--- src/rtl/clock_period_meter_if.sv ---
`default_nettype none
// ============================================================================
// Module      : clock_period_meter_if
// Description : Signal bundle between a measured square-wave source and the
//               clock_period_meter.
//               master : drives sig_in and observes the measurement results.
//               slave  : the meter itself (samples sig_in, drives results).
// Ports       : sig_in        - measured signal (async to clk_in)
//               div_count     - last measured half-period in clk_in cycles
//               measure_valid - one-cycle strobe on each div_count update
//               locked        - repeated identical measurements seen
//               stalled       - no edge within the counter range
//               level         - synchronized level of sig_in
// Revision    : 1.0 - initial release
// ============================================================================
interface clock_period_meter_if #(
  parameter int CLK_DIV_WIDTH = 8
);
  logic                     sig_in;
  logic [CLK_DIV_WIDTH-1:0] div_count;
  logic                     measure_valid;
  logic                     locked;
  logic                     stalled;
  logic                     level;

  modport master (
    output sig_in,
    input  div_count, measure_valid, locked, stalled, level
  );

  modport slave (
    input  sig_in,
    output div_count, measure_valid, locked, stalled, level
  );
endinterface
`default_nettype wire

--- src/rtl/clock_period_meter.sv ---
`default_nettype none
// ============================================================================
// Module      : clock_period_meter
// Description : Measures the half-period of a slow square wave in clk_in
//               cycles, recovering the divide count that produced it.
//               Reports each measurement with a one-cycle strobe, asserts
//               lock after LOCK_COUNT consecutive matches and flags a stall
//               when the interval counter saturates without an edge.
// Ports       : clk_in - clock, rising edge
//               reset  - synchronous, active-high
//               bus    - clock_period_meter_if.slave (sig_in in, results out)
// Revision    : 1.0 - initial release
// ============================================================================
module clock_period_meter #(
  parameter int CLK_DIV_WIDTH = 8,
  parameter int LOCK_COUNT    = 4
) (
  input  wire logic            clk_in,
  input  wire logic            reset,
  clock_period_meter_if.slave  bus
);

  localparam logic [CLK_DIV_WIDTH-1:0] c_MAX = '1;
  localparam logic [CLK_DIV_WIDTH-1:0] c_ONE = CLK_DIV_WIDTH'(1);
  localparam int                       c_MW  = $clog2(LOCK_COUNT + 1);
  localparam logic [c_MW-1:0]          c_LOCK = c_MW'(LOCK_COUNT);

  logic                     r_s1;
  logic                     r_s2;
  logic                     r_s3;
  logic [CLK_DIV_WIDTH-1:0] r_run_count;
  logic                     r_primed;
  logic                     r_have_meas;  // a measurement exists in this chain
  logic [c_MW-1:0]          r_match_cnt;
  logic [CLK_DIV_WIDTH-1:0] r_div_count;
  logic                     r_valid;
  logic                     r_locked;
  logic                     r_stalled;

  logic                     w_edge;
  logic                     w_at_max;
  logic                     w_meas;
  logic [c_MW-1:0]          w_match_nxt;

  assign w_edge   = r_s2 ^ r_s3;
  assign w_at_max = (r_run_count == c_MAX);

  // Next match count; locked is registered from this same value so that it
  // drops in the very update that breaks the run.
  always_comb begin
    w_meas      = 1'b0;
    w_match_nxt = r_match_cnt;
    if (w_edge) begin
      if (r_primed) begin
        if (!w_at_max) begin
          w_meas = 1'b1;
          if (r_have_meas && (r_run_count == r_div_count)) begin
            w_match_nxt = (r_match_cnt >= c_LOCK) ? c_LOCK : r_match_cnt + 1'b1;
          end else begin
            w_match_nxt = '0;
          end
        end else begin
          // Interval of exactly MAX is indistinguishable from overflow.
          w_match_nxt = '0;
        end
      end
    end else if (w_at_max) begin
      w_match_nxt = '0;
    end
  end

  always_ff @(posedge clk_in) begin
    if (reset) begin
      r_s1        <= 1'b0;
      r_s2        <= 1'b0;
      r_s3        <= 1'b0;
      r_run_count <= '0;
      r_primed    <= 1'b0;
      r_have_meas <= 1'b0;
      r_match_cnt <= '0;
      r_div_count <= '0;
      r_valid     <= 1'b0;
      r_locked    <= 1'b0;
      r_stalled   <= 1'b0;
    end else begin
      r_s1 <= bus.sig_in;
      r_s2 <= r_s1;
      r_s3 <= r_s2;

      if (w_edge) begin
        r_run_count <= c_ONE;
      end else if (!w_at_max) begin
        r_run_count <= r_run_count + 1'b1;
      end

      r_valid     <= w_meas;
      r_match_cnt <= w_match_nxt;
      r_locked    <= (w_match_nxt >= c_LOCK);

      if (w_edge) begin
        if (!r_primed) begin
          r_primed    <= 1'b1;
          r_have_meas <= 1'b0;
          r_stalled   <= 1'b0;
        end else if (!w_at_max) begin
          r_div_count <= r_run_count;
          r_have_meas <= 1'b1;
        end else begin
          // Overflow edge: stays primed because it opens a fresh chain.
          r_have_meas <= 1'b0;
          r_stalled   <= 1'b0;
        end
      end else if (w_at_max) begin
        r_stalled   <= 1'b1;
        r_primed    <= 1'b0;
        r_have_meas <= 1'b0;
      end
    end
  end

  assign bus.div_count     = r_div_count;
  assign bus.measure_valid = r_valid;
  assign bus.locked        = r_locked;
  assign bus.stalled       = r_stalled;
  assign bus.level         = r_s3;

endmodule
`default_nettype wire
--- src/flat_wrapper.sv ---
// flat-port wrapper written by rule: the top's interface ports become plain ports
module clock_period_meter_flat 
#(
  parameter int CLK_DIV_WIDTH = 8,
  parameter int LOCK_COUNT    = 4
)
  (clk_in, reset, bus_sig_in, bus_div_count, bus_measure_valid, bus_locked, bus_stalled, bus_level);
  clock_period_meter_if #(.CLK_DIV_WIDTH(CLK_DIV_WIDTH)) bus_i ();
  input  wire logic clk_in;
  input  wire logic reset;
  input wire logic [$bits(bus_i.sig_in)-1:0] bus_sig_in;
  output wire logic [$bits(bus_i.div_count)-1:0] bus_div_count;
  output wire logic [$bits(bus_i.measure_valid)-1:0] bus_measure_valid;
  output wire logic [$bits(bus_i.locked)-1:0] bus_locked;
  output wire logic [$bits(bus_i.stalled)-1:0] bus_stalled;
  output wire logic [$bits(bus_i.level)-1:0] bus_level;
  assign bus_i.sig_in = bus_sig_in;
  assign bus_div_count = bus_i.div_count;
  assign bus_measure_valid = bus_i.measure_valid;
  assign bus_locked = bus_i.locked;
  assign bus_stalled = bus_i.stalled;
  assign bus_level = bus_i.level;
  clock_period_meter #(.CLK_DIV_WIDTH(CLK_DIV_WIDTH), .LOCK_COUNT(LOCK_COUNT)) u_core (.clk_in(clk_in), .reset(reset), .bus(bus_i));
endmodule
--- config.mk ---
export PLATFORM = sky130hd
export DESIGN_NAME = clock_period_meter_flat
export DESIGN_NICKNAME = d
export VERILOG_FILES = /design/src/rtl/clock_period_meter_if.sv /design/src/rtl/clock_period_meter.sv /design/src/flat_wrapper.sv
export SDC_FILE = /design/constraint.sdc
export NUM_CORES = 1
export LEC_CHECK = 0
export CORE_MARGIN = 2
export CORE_UTILIZATION = 30
export CTS_CLUSTER_SIZE = 8
export DETAILED_ROUTE_END_ITERATION = 7
export SETUP_SLACK_MARGIN = 0.05
export SLEW_MARGIN = 30
export SYNTH_ARGS = -nofsm -noshare
export SYNTH_HDL_FRONTEND = slang
export SYNTH_SLANG_ARGS = --single-unit
--- constraint.sdc ---
create_clock -name clk_in -period 2.6 [get_ports clk_in]
set_input_delay 0.52 -clock clk_in [delete_from_list [all_inputs] [get_ports clk_in]]
set_output_delay 0.52 -clock clk_in [all_outputs]
set_load 0.03 [all_outputs]
==> impl_metrics.tcl <==
set metrics [dict create \
    cts_setup_buffers 0 \
    ctsHoldBuffers 0 \
    drc 0 \
    grt_pass1_wl_um 3730 \
    cp-end-kind "flop" \
    start_util_pct 31.3 \
    clockBufferDepth 2 \
    cts_sinks 26 \
    setup_tns_ns 0 \
    crit_type "flop to flop" \
    async_reset_ff_share_pct 0 \
    place_area_um2 1320 \
    htree_levels 1 \
    tritoncts "yes" \
    status "finished, final reports clean" \
    io_pins 15 \
    grt_max_degree 21 \
    drv_slew 0 \
    grt_usage_pct 10.8 \
    dieHeight_um 65.8 \
    syn_inst 122 \
    cts_resized 0 \
    wirelength_um 2100 \
    ys_warn_count 0 \
    max_freq_ghz 0.509 \
    avgSynthCellArea_um2 9.40 \
    peakVddDrop_mv 0.278 \
    r2r_start "u_core.r_run_count[0]" \
    place.gp.congestion 0.831 \
    n_antenna_cell 0 \
    finish.utilization_pct 37.2 \
    ant_nets 0 \
    dieArea_um2 4330 \
    synth.yosys.seq_area_share_pct 45.4 \
    path_max_fanout 8 \
    setup_violations 0 \
    synth_seq_cells 26 \
    synth_edf_count 0 \
    nNetsFinal 143 \
    finalCritPeriodShare_pct 75.5 \
    cts_buffers 3 \
    portBuffers 14 \
    start_kind "flop" \
    detail_route.wl_per_cell_um 11.5 \
    antenna_found_initial 0 \
    drive_gt1_share_pct 7.41 \
    grt_pass1_vias 850 \
    worstPathRequired_ns 2.80 \
    drt_iter0_markers 23 \
    n_fill_cell 368 \
    p_leak_nw 0.517 \
    fp.dieW_um 65.8 \
    hold_viol_final 0 \
    insertion_delay_ns 0.26 \
    fp-row-count 22 \
    dp_cells 180 \
    powerDensity_nw_per_um2 495 \
    crit_start "u_core.r_run_count[0]" \
    area_growth_pct 18.8 \
    final.min_clock_period_ns 1.96 \
    core_area_um2 3660 \
    min-delay-start "u_core.r_s1" \
    worst-endpoint-arrival_ns 2.17 \
    dpl.hpwl_um 1520 \
    final_cell_mix "dfxtp_1 (26), nor2_1 (16), clkdlybuf4s50_1 (14)" \
    overflow 0 \
    clk_pin_slew_ns 0.08 \
    cts_root_buf "clkbuf_8" \
    holdWs_ns 0.452 \
    via_count 857 \
    maxCapViolations 0 \
    relSlewSlack_pct 77.2 \
    syn_nets 128 \
    tightestPinTransition_ns 0.340 \
    crit_chain "ha_1 -> and2_1 -> a311o_1 -> nor4_4 -> nand3_2 -> a21oi_2" \
    fin_worst_skew_ns 0.00189 \
    hold_path.class "flop to flop" \
    synth_ff_type "dfxtp_1" \
    slowest_delay_ns 0.43 \
    slowest_stage "a311o_1" \
    synth_cell_type_count 27 \
    stdcell_area_um2 1360 \
    first_pass_iters 4 \
    final_common_cell "dfxtp_1" \
    final_cell_count_no_fill 183 \
    synth_area_um2 1150 \
    avgViaCountPerCell 4.68 \
    rsz0062_at_grt "false" \
]
[through the flow]
| stage | power, mW | setup WS [ns] |
|---|---|---|
| global route | 0.707 | 0.522 |
| finish | 0.674 | 0.636 |
| floorplan | 0.452 | 0.616 |
| global placement | 0.464 | 0.740 |
| detailed placement | 0.465 | 0.650 |
| CTS | 0.685 | 0.638 |
[where the power goes]
group          total, mW  leakage, nW  internal [mW]  switching [mW]
clock              0.218       0.0216          0.104           0.115
combinational     0.0424        0.285         0.0193          0.0232
sequential         0.413        0.211          0.406         0.00766
total              0.674        0.517          0.528           0.146
[critical path: cells and delay by family, from the launching register on]
kind	cells	cell delay, ns
AOI/OAI and AO/OA	2	0.57
adders and majority gates	1	0.23
DFF	1	0.37
and+or+nand+nor	3	0.74
[synthesized netlist by cell type (4+ instances only)]
library cell | count | area (µm²)
nor2b_1 | 4 | 25.0
nand3_1 | 4 | 20.0
clkbuf_1 | 4 | 15.0
inv_1 | 4 | 15.0
a21oi_1 | 10 | 50.1
xnor2_1 | 10 | 87.6
dfxtp_1 | 26 | 521
nand2_1 | 9 | 33.8
nor2_1 | 16 | 60.1
mux2i_1 | 7 | 70.1
[worst paths after layout]
kind                                    end  slack (ns)  depth (start not counted)
worst min register to register  u_core.r_s2        0.45                          1
worst max register to register         flop        0.64                          6
worst min-delay path            u_core.r_s2        0.45                          1
worst max-delay path                   flop        0.64                          6
[layout make-up]
| type | instances | area (µm²) | share of cell area, % |
|---|---|---|---|
| clock buffers | 3 | 41.3 | 3.03 |
| inverters | 4 | 15.0 | 1.10 |
| multi-input cells | 85 | 563 | 41.3 |
| flip-flops and latches | 26 | 520 | 38.2 |
| well taps | 48 | 60.1 | 4.41 |
| repair buffers | 17 | 163 | 11.9 |
[cell families (layout without fill, tap and decap cells)]
family | Yosys count | in the layout | share of synthesized area (%)
AO/OA/AOI/OAI | 17 | 17 | 9.27
AND/OR/NAND/NOR | 45 | 45 | 20.5
adder cells (fa/ha/maj) | 3 | 3 | 3.27
buffers and inverters | 11 | 24 | 5.56
XOR/XNOR | 13 | 13 | 9.92
flip-flops | 26 | 26 | 45.4
multiplexers | 7 | 7 | 6.11
[per-layer routing]
layer	routed length, µm	global-route usage [%]	up-vias
met5	0	0	-
li1	-	-	437
met1	1030	13.4	407
met2	977	18.4	11
met3	89	3.58	2
met4	8	2.08	0
Power figures use the tool's default switching activity.
==> variant 1: new RTL, config.mk and constraints unchanged <==
`LOCK_COUNT` is set to 4 in 2 places; all go to 8.
--- a/src/rtl/clock_period_meter.sv
+++ b/src/rtl/clock_period_meter.sv
@@ -13,7 +13,7 @@
 // ============================================================================
 module clock_period_meter #(
   parameter int CLK_DIV_WIDTH = 8,
-  parameter int LOCK_COUNT    = 4
+  parameter int LOCK_COUNT    = 8
 ) (
   input  wire logic            clk_in,
   input  wire logic            reset,
--- a/src/flat_wrapper.sv
+++ b/src/flat_wrapper.sv
@@ -2,7 +2,7 @@
 module clock_period_meter_flat 
 #(
   parameter int CLK_DIV_WIDTH = 8,
-  parameter int LOCK_COUNT    = 4
+  parameter int LOCK_COUNT    = 8
 )
   (clk_in, reset, bus_sig_in, bus_div_count, bus_measure_valid, bus_locked, bus_stalled, bus_level);
   clock_period_meter_if #(.CLK_DIV_WIDTH(CLK_DIV_WIDTH)) bus_i ();
Formal check against the unedited RTL: not equivalent (a bounded check fails within 10 cycles, from zero or initial values and one cycle with reset high).
==> variant 1 against the unedited design <==
- routed wire length is 7.9% higher
- power grew 6.3%
- global-route usage is 1.1 points higher
- count of clock-buffer cells in the layout stayed put
- area after synthesis grew 8.7%
- clock skew is 3.5 ps higher
- sequential power up 8.0%
- clock power up 4%
- worst setup slack improved by 55 ps
- sequential cell count rose by 2
- cell area increased by 8.0%
==> variant 1: results (changes against the unedited design) <==
| Metric | Value |
|---|---|
| Fillers | 390 (+6.0%) |
| Drt pass-1 iters | 3 (-1) |
| Setup bufs post-CTS | 0 (unchanged) |
| Synth Net Count | 139 (+8.6%) |
| Skew-Pair Late Insertion Delay | about 270 ps |
| CP max FO | 3 (-5) |
| Slowest cell delay on critical path | 700 ps (+270 ps) |
| Avg WL per Cell | 11.63 um (+1.3%) |
| TritonCTS Buffers | 3 (unchanged) |
| Dpl ws | 654.1 ps (+3.651 ps) |
| Antenna Cells | 0 (unchanged) |
| Worst Path Arrival | 1390 ps (-780 ps) |
| Crit path max-delay family | buffers and inverters |
| Initial DRC count | 19 (-17%) |
| Inst Count DP | 192 (+6.7%) |
| Flops & latches, synth | 28 (+7.7%) |
| Number of global-route vias before repair | 932 (+9.6%) |
| Synth unique cells | 32 (+19%) |
| HPWL after DPL | 1740 um (+15%) |
| Status | finished, final reports clean |
| CTS Buffer Depth | 2 (unchanged) |
| Yosys warnings | 0 (unchanged) |
| Clock transition at path regs | around 90 ps |
| GRT Total Usage | 11.93% (+1.1 points) |
| Top_reg_cell synth | dfxtp_1 |
| Worst path slowest cell | clkdlybuf4s50_1 |
| Placer congestion estimate | 0.7860 (-5.4%) |
| Synth cell count leaders | 28 x dfxtp_1, 20 x nor2_1, 12 x xnor2_1 |
| Largest net degree at the start of global routing | 15 (-29%) |
| Share of cells above drive strength 1 | 8.276% (+0.87 points) |
| Post-CTS Resized | 0 (unchanged) |
| Hold Crit Class | reg2reg |
| Reg2reg setup slack | 820 ps (+180 ps) |
| Fin cells | 195 (+6.6%) |
| Max-Slew Margin vs Limit | 69.23% (-8.0 points) |
| Clk root buf | clkbuf_8 |
| Crit path time final | 1909 ps (-54.73 ps) |
| Dominant cells by area after synthesis | dfxtp_1 45%, xnor2_1 8.4%, mux2i_1 7.2% |
| Clock Skew | 5.433 ps (+3.545 ps) |
| First-pass GRT wire length | 4195 um (+13%) |
| H-Tree Depth | 1 (unchanged) |
| Max VDD drop | 0.2628 mV (-5.6%) |
| Avg Inst Size Synth | 9.379 um^2 (-0.27%) |
| Sequential fraction of the synthesis area | 44.93% (-0.43 points) |
| Leakage power | 0.5068 nW (-2.0%) |
| Asr flop ratio synth | 0% (unchanged) |
| Fin nets | 153 (+7.0%) |
| Fin Hold WS | 456.5 ps (+4.493 ps) |
| Vias | 923 (+7.7%) |
| Initial antenna violation count | 0 (unchanged) |
| Port-buffer cells | 14 (unchanged) |
| Final Hold Fails | 0 (unchanged) |
## variant 1: per-stage QoR
step,total power [mW],utilization (%),area (um^2)
2_1_floorplan,0.4879,-,1247
3_3_place_gp,0.5010,35.75,1430
3_5_place_dp,0.5022,35.75,1430
4_1_cts,0.7325,36.78,1471
5_1_grt,0.7589,36.78,1471
6_report,0.7166,36.78,1471
## variant 1: power by group
group          switching, mW  leakage [nW]  internal (mW)  total, mW
Clock                  0.122        0.0216          0.104      0.226
Sequential            0.0102         0.227          0.436      0.446
Combinational         0.0249         0.258         0.0198     0.0446
## variant 1: layout make-up
type                            count  share of cell area, %
Tap cell                           50                  4.252
Sequential cell                    28                  38.10
Multi-Input combinational cell     95                  43.79
Timing Repair Buffer               15                  10.03
Clock buffer                        3                  2.806
Inverter                            4                  1.020
## variant 1: worst paths after layout
kind,from,end,cells after the start
max,u_core.bus.level,bus_level,1
min,u_core.r_s1,u_core.r_s2,1
max reg2reg,u_core.r_run_count[0],u_core.bus.locked,6
min reg2reg,u_core.r_s1,u_core.r_s2,1
## variant 1: cell families (layout without fill, tap and decap cells)
logic type / after synthesis / in the layout / share of synthesized area (%)
buf+inv: 10 / 22 / 3.410
compound gates: 12 / 12 / 6.620
flops: 28 / 28 / 44.93
xor+xnor: 14 / 14 / 10.43
fa+ha+maj: 3 / 3 / 3.009
simple gates: 57 / 57 / 24.37
mux: 9 / 9 / 7.222
## variant 1: per-layer routing
layer / routed length (um) / GRT usage, % / vias to the layer above / part of all wire, %
met1: 1058 / 15.35 / 432 / 47
met5: 0 / 0 / - / 0
met4: 43 / 4.000 / 0 / 1.9
li1: - / - / 470 / -
met3: 102 / 4.605 / 6 / 4.5
met2: 1064 / 18.15 / 15 / 47
==> variant 2: new RTL, config.mk and constraints unchanged <==
Without the edit above. Reset style: asynchronous (`reset`), changed in one clocked block.
--- a/src/rtl/clock_period_meter.sv
+++ b/src/rtl/clock_period_meter.sv
@@ -69,7 +69,7 @@
     end
   end
 
-  always_ff @(posedge clk_in) begin
+  always_ff @(posedge clk_in or posedge reset) begin
     if (reset) begin
       r_s1        <= 1'b0;
       r_s2        <= 1'b0;
Function: differs if reset is asserted again (counterexample within 4 cycles, from zero or initial values and one cycle with reset high); with reset held inactive, the same outputs for 10 cycles.
==> variant 2 against the unedited design <==
- utilization about the same
- worst setup slack got worse by 65 ps
- sequential cell count stayed put
- final cell count is 4.9% lower
- synthesized cell count shrank 11%
- area after synthesis up 13%
- cell area grew 12%
- non-clock buffer count is 1 lower
- routed wire length rose by 6.8%
- clock skew barely moved
- critical path type unchanged
- largest cell class is now flip-flops and latches
Power is not compared: it rests on default switching activity, and its combinational part moved more than twofold at a synthesized area within 25%.
==> variant 2: results (changes against the unedited design) <==
| Metric | Value |
|---|---|
| First-pass GRT wire length | 3988 um (+7.0%) |
| Mux contribution to synthesized area | 9.758% (+3.7 points) |
| CP max FO | 11 (+3) |
| Initial antenna violation count | 0 (unchanged) |
| DRT Wirelength | 2244 um (+6.8%) |
| Max-Slew Margin vs Limit | 70.70% (-6.5 points) |
| Largest net degree at the start of global routing | 27 (+29%) |
| Max VDD drop | 0.2567 mV |
| GR Layer Usage met3 | 1.744% (-1.8 points) |
| Dominant cells by area after synthesis | dfrtp_1 50%, mux2_4 8.1%, xor2_1 6.8% |
| Clock transition at path regs | 90 ps |
| Synth Area in Compound Gates | 11.59% (+2.3 points) |
| Status | finished, final reports clean |
| Post-CTS Resized | 0 (unchanged) |
| Antenna Cells | 0 (unchanged) |
| Top_reg_cell synth | dfrtp_1 |
| Post-synthesis adder-cell area fraction | 2.899% (-0.37 points) |
| Number of global-route vias before repair | 842 (-0.94%) |
| Cts hold-fix bufs | 0 (unchanged) |
| Skew-Pair Late Insertion Delay | 260 ps (about the same) |
| Synth cell count leaders | 26 x dfrtp_1, 10 x xor2_1, 9 x nand2_1 |
| Worst path slowest cell | dfrtp_1 |
| Avg WL per Cell | 12.90 um (+12%) |
| Clk root buf | clkbuf_8 |
| Synth unique cells | 35 (+30%) |
| Hold Crit Class | reg2reg |
| H-Tree Depth | 1 (unchanged) |
| Setup bufs post-CTS | 0 (unchanged) |
| HPWL after DPL | 1668 um (+9.9%) |
| Initial DRC count | 41 (+78%) |
| Grt met2 use | 16.24% (-2.2 points) |
| Port-buffer cells | 14 (unchanged) |
| Fin nets | 131 (-8.4%) |
| Worst Path Arrival | approximately 2200 ps |
| GR Util met1 | 14.12% (+0.75 points) |
| Post-DRT Antenna Nets | 0 (unchanged) |
| Crit path max-delay family | simple AND/OR/NAND/NOR gates |
| Leakage power | ~0.71 nW |
| Post-Synthesis Cells | 109 (-11%) |
| XOR/XNOR share of the synthesized area | 8.792% (-1.1 points) |
| CTS Buffer Depth | 2 (unchanged) |
| Share of cells above drive strength 1 | 15.32% (+7.9 points) |
| Fillers | 435 (+18%) |
| Drt pass-1 iters | 4 (unchanged) |
| Yosys warnings | 0 (unchanged) |
| GRT Total Usage | 9.991% (-0.85 points) |
| Slowest cell delay on critical path | 450 ps (+20 ps) |
| Placer congestion estimate | 0.8018 (-3.5%) |
| Inst Count DP | 170 (-5.6%) |
| Clock Skew | 1.759 ps (-0.1287 ps) |
| Vias | 864 (+0.82%) |
| Sequential fraction of the synthesis area | 50.24% (+4.9 points) |
| TritonCTS Buffers | 3 (unchanged) |
| Asr flop ratio synth | 100.0% (+100 points) |
| Synth Net Count | 115 (-10%) |
-- variant 2: cell type report --
type	count	area (um^2)	share of cell area [%]
sequential	26	650.6	42.73
inverter	4	15.01	0.9860
timing repair buffer	16	155.1	10.19
clock buffer	4	55.05	3.615
tap	50	62.56	4.108
multi-input combinational	74	584.3	38.37
-- variant 2: power breakdown --
part,switching (mW),total (mW),internal (mW)
Sequential,0.0503,0.494,0.443
Combinational,0.118,0.224,0.106
Clock,0.122,0.257,0.135
Total,0.290,0.974,0.684
-- variant 2: final timing paths --
path,to,start,cells after the start,slack [ps]
setup / recovery,u_core.bus.div_count[7],u_core.r_run_count[0],5,570
hold / removal,u_core.r_s2,u_core.r_s1,0,350
setup reg to reg,u_core.bus.div_count[7],u_core.r_run_count[0],5,570
hold reg to reg,u_core.r_s2,u_core.r_s1,0,350
max in group asynchronous,u_core.r_run_count[4],reset,3,1760
min in group asynchronous,async pin,reset,3,600
-- variant 2: routing by layer --
metal | share of wire [%] | wire length, um
met1 | 48 | 1085
met2 | 48 | 1070
met3 | 3.9 | 88
met4 | 0 | 0
met5 | 0 | 0
-- variant 2: kinds of logic (layout without fill, tap and decap cells) --
kind of cell               count (synthesis)  in the layout
adders and majority gates                  3              3
muxes                                      9              9
xor gates and xnor gates                  13             13
AOI/OAI and AO/OA                         21             21
buffers and inverters                      9             24
DFF                                       26             26
and+or+nand+nor                           28             28
-- variant 2: metrics by stage --
stage	util, %	setup WS [ps]	cell area (um^2)	total power [mW]	hold WS (ps)
floorplan	-	798.6	1295	0.6625	331.2
global placement	35.92	667.0	1468	0.7227	335.9
detailed placement	35.92	589.0	1468	0.7288	336.4
CTS	37.26	572.9	1523	0.9845	357.3
global route	37.26	414.6	1523	1.030	370.2
finish	37.26	571.6	1523	0.9742	354.7
